`config.mk`:
```
export PLATFORM = sky130hd
export DESIGN_NAME = ram_bus_responder
export DESIGN_NICKNAME = d
export VERILOG_FILES = /design/src/rtl/ram_bus_responder.sv
export SDC_FILE = /design/constraint.sdc
export NUM_CORES = 1
export LEC_CHECK = 0
export ABC_AREA = 1
export CAP_MARGIN = 20
export CORE_UTILIZATION = 25
export CTS_CLUSTER_DIAMETER = 200
export DETAILED_ROUTE_END_ITERATION = 8
export GPL_TIMING_DRIVEN = 0
export PLACE_DENSITY_LB_ADDON = 0.12
export RECOVER_POWER = 50
export SYNTH_ARGS = -nofsm -noshare
export SYNTH_HDL_FRONTEND = slang
export SYNTH_SLANG_ARGS = --single-unit
```
`constraint.sdc`:
```
create_clock -name clk -period 3.5 [get_ports clk]
set_clock_uncertainty 0.2 [all_clocks]
set_input_delay 1.05 -clock clk [delete_from_list [all_inputs] [get_ports clk]]
set_output_delay 1.05 -clock clk [all_outputs]
set_load 0.02 [all_outputs]
```
`src/rtl/ram_bus_responder.sv`:
```
// ram_bus_responder: V810 bus-side RAM slave. Turns each CPU RAM cycle
// (BCYSTn/CEn sampled on CE) into one level req / pulse ack transaction on the
// memory port and paces READYn wait states on the bus side.
// Optional feature macro: RAMBR_POSTED_WR_EN (posted writes with DRAIN state).
module ram_bus_responder #(
    parameter int unsigned MIN_WAIT = 1,
    parameter int unsigned TIMEOUT  = 255
) (
    input  logic        clk,
    input  logic        rst_n,
    input  logic        ce_i,
    input  logic        bcyst_n_i,
    input  logic        ce_n_i,
    input  logic        we_n_i,
    input  logic [3:0]  be_n_i,
    input  logic [20:0] a_i,
    input  logic [31:0] di_i,
    output logic [31:0] do_o,
    output logic        ready_n_o,
    output logic        mem_req_o,
    output logic        mem_we_o,
    output logic [18:0] mem_a_o,
    output logic [3:0]  mem_be_o,
    output logic [31:0] mem_wdata_o,
    input  logic        mem_ack_i,
    input  logic [31:0] mem_rdata_i,
    output logic        err_o
);

    localparam int unsigned CNT_W  = 8;
    localparam int unsigned ADDR_W = 19;
    localparam int unsigned DATA_W = 32;
    localparam int unsigned BE_W   = 4;

`ifdef RAMBR_POSTED_WR_EN
    typedef enum logic [1:0] {S_IDLE, S_REQ, S_READY, S_DRAIN} state_e;
`else
    typedef enum logic [1:0] {S_IDLE, S_REQ, S_READY} state_e;
`endif

    state_e              state_q, state_d;
    logic [CNT_W-1:0]    cnt_q, cnt_d;
    logic                ready_n_q, ready_n_d;
    logic [DATA_W-1:0]   do_q, do_d;
    logic                mem_req_q, mem_req_d;
    logic                mem_we_q, mem_we_d;
    logic [ADDR_W-1:0]   mem_a_q, mem_a_d;
    logic [BE_W-1:0]     mem_be_q, mem_be_d;
    logic [DATA_W-1:0]   mem_wdata_q, mem_wdata_d;
    logic                err_q, err_d;
    logic                ack_seen_q, ack_seen_d;
    logic                abort_q, abort_d;
`ifdef RAMBR_POSTED_WR_EN
    logic                pend_we_q, pend_we_d;
    logic [ADDR_W-1:0]   pend_a_q, pend_a_d;
    logic [BE_W-1:0]     pend_be_q, pend_be_d;
    logic [DATA_W-1:0]   pend_wdata_q, pend_wdata_d;
`endif

    logic                start_c;
    logic                ack_c;
    logic                to_c;
    logic                min_ok_c;
    logic [CNT_W-1:0]    cnt_inc_c;
    logic [CNT_W-1:0]    cnt_eff_c;
    logic                abort_now_c;
    logic                abort_any_c;
    logic                done_c;
    logic                issue_c;
    logic                iss_we_c;
    logic [ADDR_W-1:0]   iss_a_c;
    logic [BE_W-1:0]     iss_be_c;
    logic [DATA_W-1:0]   iss_wdata_c;
    logic                unused_c;

    // Byte-lane address bits carry no information for a word-wide memory.
    assign unused_c = ^a_i[1:0];

    // Shared qualifiers: cycle start, accepted ack, wait counter view, timeout.
    always_comb begin
        start_c     = ce_i & ~bcyst_n_i & ~ce_n_i;
        ack_c       = mem_req_q & mem_ack_i;
        cnt_inc_c   = (cnt_q == {CNT_W{1'b1}}) ? cnt_q : cnt_q + CNT_W'(1);
        cnt_eff_c   = ce_i ? cnt_inc_c : cnt_q;
        min_ok_c    = (32'(cnt_eff_c) >= MIN_WAIT);
        to_c        = (TIMEOUT != 0) && ce_i && mem_req_q && !mem_ack_i
                      && (32'(cnt_inc_c) == TIMEOUT);
        abort_now_c = ce_i & ce_n_i;
        abort_any_c = abort_q | abort_now_c;
        done_c      = ack_c | ack_seen_q;
    end

    // Next-state and datapath updates for the bus/memory handshake.
    always_comb begin
        state_d     = state_q;
        cnt_d       = cnt_eff_c;
        ready_n_d   = ready_n_q;
        do_d        = do_q;
        mem_req_d   = mem_req_q;
        mem_we_d    = mem_we_q;
        mem_a_d     = mem_a_q;
        mem_be_d    = mem_be_q;
        mem_wdata_d = mem_wdata_q;
        err_d       = 1'b0;
        ack_seen_d  = ack_seen_q | ack_c;
        abort_d     = abort_q;
        issue_c     = 1'b0;
        iss_we_c    = ~we_n_i;
        iss_a_c     = a_i[20:2];
        iss_be_c    = ~be_n_i;
        iss_wdata_c = di_i;
`ifdef RAMBR_POSTED_WR_EN
        pend_we_d    = pend_we_q;
        pend_a_d     = pend_a_q;
        pend_be_d    = pend_be_q;
        pend_wdata_d = pend_wdata_q;
`endif

        // The memory request drops on ack or forced completion, in any state.
        if (ack_c) begin
            mem_req_d = 1'b0;
        end
        if (to_c) begin
            mem_req_d = 1'b0;
            err_d     = 1'b1;
        end

        case (state_q)
            S_IDLE: begin
                if (start_c) begin
`ifdef RAMBR_POSTED_WR_EN
                    if (mem_req_q && !ack_c) begin
                        pend_we_d    = iss_we_c;
                        pend_a_d     = iss_a_c;
                        pend_be_d    = iss_be_c;
                        pend_wdata_d = iss_wdata_c;
                        state_d      = S_DRAIN;
                    end else begin
                        issue_c = 1'b1;
                    end
`else
                    issue_c = 1'b1;
`endif
                end
            end
            S_REQ: begin
                if (abort_now_c) begin
                    abort_d = 1'b1;
                end
                if (ack_c && !mem_we_q && !abort_any_c) begin
                    do_d = mem_rdata_i;
                end
                if (to_c) begin
                    if (!mem_we_q && !abort_any_c) begin
                        do_d = {DATA_W{1'b1}};
                    end
                    state_d = abort_any_c ? S_IDLE : S_READY;
                end else if (done_c && abort_any_c) begin
                    state_d = S_IDLE;
                end else if (done_c && min_ok_c) begin
                    state_d = S_READY;
                end
            end
            S_READY: begin
                if (ce_i) begin
                    if (ready_n_q) begin
                        if (min_ok_c) begin
                            ready_n_d = 1'b0;
                        end
                    end else begin
                        ready_n_d = 1'b1;
                        state_d   = S_IDLE;
                    end
                end
            end
`ifdef RAMBR_POSTED_WR_EN
            S_DRAIN: begin
                if (!mem_req_q || ack_c) begin
                    issue_c     = 1'b1;
                    iss_we_c    = pend_we_q;
                    iss_a_c     = pend_a_q;
                    iss_be_c    = pend_be_q;
                    iss_wdata_c = pend_wdata_q;
                end
            end
`endif
            default: begin
                state_d = S_IDLE;
            end
        endcase

        // Launch a new memory access; reads always fetch the whole word.
        if (issue_c) begin
            mem_req_d   = 1'b1;
            mem_we_d    = iss_we_c;
            mem_a_d     = iss_a_c;
            mem_be_d    = iss_we_c ? iss_be_c : {BE_W{1'b1}};
            mem_wdata_d = iss_wdata_c;
            cnt_d       = '0;
            ack_seen_d  = 1'b0;
            abort_d     = 1'b0;
`ifdef RAMBR_POSTED_WR_EN
            state_d     = iss_we_c ? S_READY : S_REQ;
`else
            state_d     = S_REQ;
`endif
        end
    end

    // State and datapath registers.
    always_ff @(posedge clk or negedge rst_n) begin
        if (!rst_n) begin
            state_q      <= S_IDLE;
            cnt_q        <= '0;
            ready_n_q    <= 1'b1;
            do_q         <= '0;
            mem_req_q    <= 1'b0;
            mem_we_q     <= 1'b0;
            mem_a_q      <= '0;
            mem_be_q     <= '0;
            mem_wdata_q  <= '0;
            err_q        <= 1'b0;
            ack_seen_q   <= 1'b0;
            abort_q      <= 1'b0;
`ifdef RAMBR_POSTED_WR_EN
            pend_we_q    <= 1'b0;
            pend_a_q     <= '0;
            pend_be_q    <= '0;
            pend_wdata_q <= '0;
`endif
        end else begin
            state_q      <= state_d;
            cnt_q        <= cnt_d;
            ready_n_q    <= ready_n_d;
            do_q         <= do_d;
            mem_req_q    <= mem_req_d;
            mem_we_q     <= mem_we_d;
            mem_a_q      <= mem_a_d;
            mem_be_q     <= mem_be_d;
            mem_wdata_q  <= mem_wdata_d;
            err_q        <= err_d;
            ack_seen_q   <= ack_seen_d;
            abort_q      <= abort_d;
`ifdef RAMBR_POSTED_WR_EN
            pend_we_q    <= pend_we_d;
            pend_a_q     <= pend_a_d;
            pend_be_q    <= pend_be_d;
            pend_wdata_q <= pend_wdata_d;
`endif
        end
    end

    assign do_o        = do_q;
    assign ready_n_o   = ready_n_q;
    assign mem_req_o   = mem_req_q;
    assign mem_we_o    = mem_we_q;
    assign mem_a_o     = mem_a_q;
    assign mem_be_o    = mem_be_q;
    assign mem_wdata_o = mem_wdata_q;
    assign err_o       = err_q;

endmodule
```
==> flow_summary_export.csv <==
group,metric,value,unit
run_status,status,"finished clean",
floorplan,dieHeight,135,µm
routing,wire_per_inst,13.5,µm
setup_path,crit_type,"in2reg",
grt,grt_overflow,0,
sta,finalCritPeriodShare,85.2,%
sta,setup_viol,0,
routing,ant_nets,0,
power,power_density,743,nW/µm²
clocking,clkTransAtPathRegs,70,ps
grt,grt_util_met1,18.7,%
clocking,cts_buffer_depth,2,
cells_and_area,area_growth,54.7,%
grt,first_global_vias,4141,
setup_path,cp_slowest_cell,"clkbuf_1",
yosys,syn_area,4430,µm²
routing,drt-pass1-iter-count,6,
sta,finalHoldViolations,0,
clocking,hold_buffers,0,
grt,antenna_found_initial,0,
floorplan,die_area,18200,µm²
routing,drt_iter0_drc,194,
clocking,postCtsSetupBuffers,0,
placed_design,place.gp.congestion,0.818,
cells_and_area,diodes,0,
floorplan,core-area,17300,µm²
hold_path,hp-class,"reg2reg",
clocking,cts_resized,0,
yosys,yosys.area.top_type_share,57.7,%
routing,via_per_inst,4.35,
routing,vias,4143,
setup_path,crit_required,3530,ps
placed_design,post-place-ws,247,ps
cells_and_area,fin_nets,820,
grt,grt_max_degree,57,
yosys,ys_ff_latch,103,
clocking,clock_latency,350,ps
placed_design,placed_area,6570,µm²
power,ir_drop,0.000320,V
yosys,syn_inst,528,
power,p_total,5.09,mW
yosys,syn_nets,625,
setup_path,worstPathCellList,"clkdlybuf4s50_1 -> or3_1 -> nor3_4 -> clkbuf_1 -> buf_4 -> o22ai_1",
grt,track_usage,14.9,%
setup_path,crit_family,"buffers and inverters",
clocking,cts_buffers,9,
setup_path,worstPathArrival,3010,ps
setup_path,worstSetupStartpointType,"input pin",
setup_path,crit_fanout,10,
grt,use_met3,5.71,%
routing,routed_wl,12.9,mm
sta,finalMaxSlewViolations,0,
clocking,htree_levels,3,
grt,met2_usage,23.0,%
yosys,yosys.area.top_type,"dfrtp_1",
floorplan,rows,48,
setup_path,cpPeakStageDelay,470,ps
yosys,synthTopCellsByArea,"dfrtp_1 58%, nand2_1 20%, nand3_1 9.3%",
cells_and_area,drive_gt1_share,5.49,%
yosys,avgSynthCellArea,8.38,µm²
sta,grt_setup_unrepaired,"false",
sta,fin_crit,2980,ps
floorplan,pin_count,187,
cells_and_area,final.fill_count,1750,
yosys,ys_types,27,
yosys,ys_warn_count,0,
setup_path,path_buf_inv,3,
sta,layout_setup_ws,519,ps
clocking,cts_tree,"built",
yosys,ys_seq_area_share,58.3,%
placed_design,hpwl,9.49,mm
power,p_leak,3.40,nW
placed_design,portBuffers,183,
cells_and_area,design_area,6850,µm²
clocking,clock_sinks,103,
sta,relSlewSlack,15.8,%
grt,grt_pass1_wl,21.2,mm
run,maxCapViolations,0,
grt,top_usage_layer,"met2",
floorplan,initial_core_util,25.6,%
setup_path,endpoint_kind,"flop",
routing,drcViolationCount,0,
floorplan,fp.dieW,135,µm
sta,worst-slew-pin-transition,1260,ps
sta,max_freq,336,MHz
clocking,cts_root_buf,"clkbuf_16",
==> per-stage QoR <==
stage	cells	setup TNS (ps)	hold slack [ps]	util, %
6_report	953	0	267	39.6
5_1_grt	953	0	294	39.6
4_1_cts	953	0	277	39.8
3_5_place_dp	937	0	259	38.0
3_3_place_gp	936	-317550	253	37.8
2_1_floorplan	528	0	265	-
==> cell type report <==
type                       count  area [µm²]  area share (%)
multi-input combinational    377        1600            23.3
sequential                   103        2580            37.7
timing repair buffer         184        1830            26.8
clock inverter                 5        81.3            1.19
inverter                      21        78.8            1.15
buffer                        27         165            2.41
tap                          225         282            4.11
clock buffer                  11         233            3.40
==> cell usage after synthesis <==
library cell / instances
nand2_2: 1
buf_6: 6
dfrtp_1: 102
and2_0: 1
ha_1: 1
o211ai_1: 1
clkbuf_1: 10
or2_2: 1
dfstp_2: 1
xnor2_1: 1
nor2b_1: 1
nand4_1: 2
a21oi_1: 8
buf_2: 7
o22ai_1: 1
nor2_1: 27
nor3_4: 1
nand3_1: 82
nor2_2: 2
buf_4: 4
o21bai_1: 1
inv_1: 18
o21ai_0: 4
or3_1: 1
nand2_4: 1
nand2_1: 240
inv_2: 3
==> worst reg2reg max path, cell delays in order (launching register included) <==
cell	delay, ps
dfrtp_1	440
ha_1	290
nand3_1	130
inv_1	80
nand2_1	240
nand2_1	120
nand2_1	70
nand2_1	50
nor2_1	120
nand3_1	150
inv_2	110
nand2_4	80
buf_6	150
nand3_1	70
==> logic make-up (layout without fill, tap and decap cells) <==
family | count (synthesis) | in the layout | synth area share, %
xor gates and xnor gates | 1 | 1 | 0.198
and+or+nand+nor | 360 | 360 | 33.8
adders and majority gates | 1 | 1 | 0.283
AOI/OAI and AO/OA | 15 | 15 | 1.84
DFF | 103 | 103 | 58.3
buffers and inverters | 48 | 248 | 5.62
==> cell usage in the layout, fill, tap and decap left out, types with 2 or more instances in the layout <==
cell	instances
nand2_1	241
clkdlybuf4s50_1	143
dfrtp_1	102
nand3_1	82
dlygate4sd3_1	39
nor2_1	27
inv_1	18
clkbuf_1	14
clkbuf_16	9
a21oi_1	8
buf_2	6
buf_6	6
o21ai_0	4
buf_4	3
inv_2	3
nor2_2	2
nand4_1	2
bufinv_16	2
==> layer usage <==
metal / vias up / part of all wire [%]
met3: 14 / 11
met4: 0 / 1.6
met5: - / 0
met2: 155 / 44
li1: 2056 / -
met1: 1918 / 44
==> final timing paths <==
kind	startpoint	slack (ps)	depth (start not counted)	to
max in group asynchronous	rst_n	800	2	mem_wdata_o[27]$_DFFE_PN0P_
max reg2reg	cnt_q[0]$_DFF_PN0_	1130	13	do_o[29]$_DFFE_PN0N_
max	ce_n_i	520	6	abort_q$_DFFE_PN0P_
min in group asynchronous	rst_n	770	1	cnt_q[1]$_DFF_PN0_
min	mem_a_o[0]$_DFFE_PN0P_	270	2	mem_a_o[0]$_DFFE_PN0P_
min reg2reg	mem_a_o[0]$_DFFE_PN0P_	270	2	mem_a_o[0]$_DFFE_PN0P_
==> sequential cells by signal, summed over array words and instances, names as in the netlist <==
register,count
abort_q,1
ack_seen_q,1
cnt_q,8
do_o,32
err_o,1
mem_a_o,19
mem_be_o,4
mem_req_o,1
mem_wdata_o,32
mem_we_o,1
ready_n_o,1
state_q,2
==> power breakdown <==
part	leakage, nW	total [mW]	switching [mW]	internal (mW)
logic	1.93	2.12	1.16	0.959
registers	1.32	1.88	0.256	1.62
clock network	0.150	1.09	0.461	0.630
(Power assumes the default switching activity.)
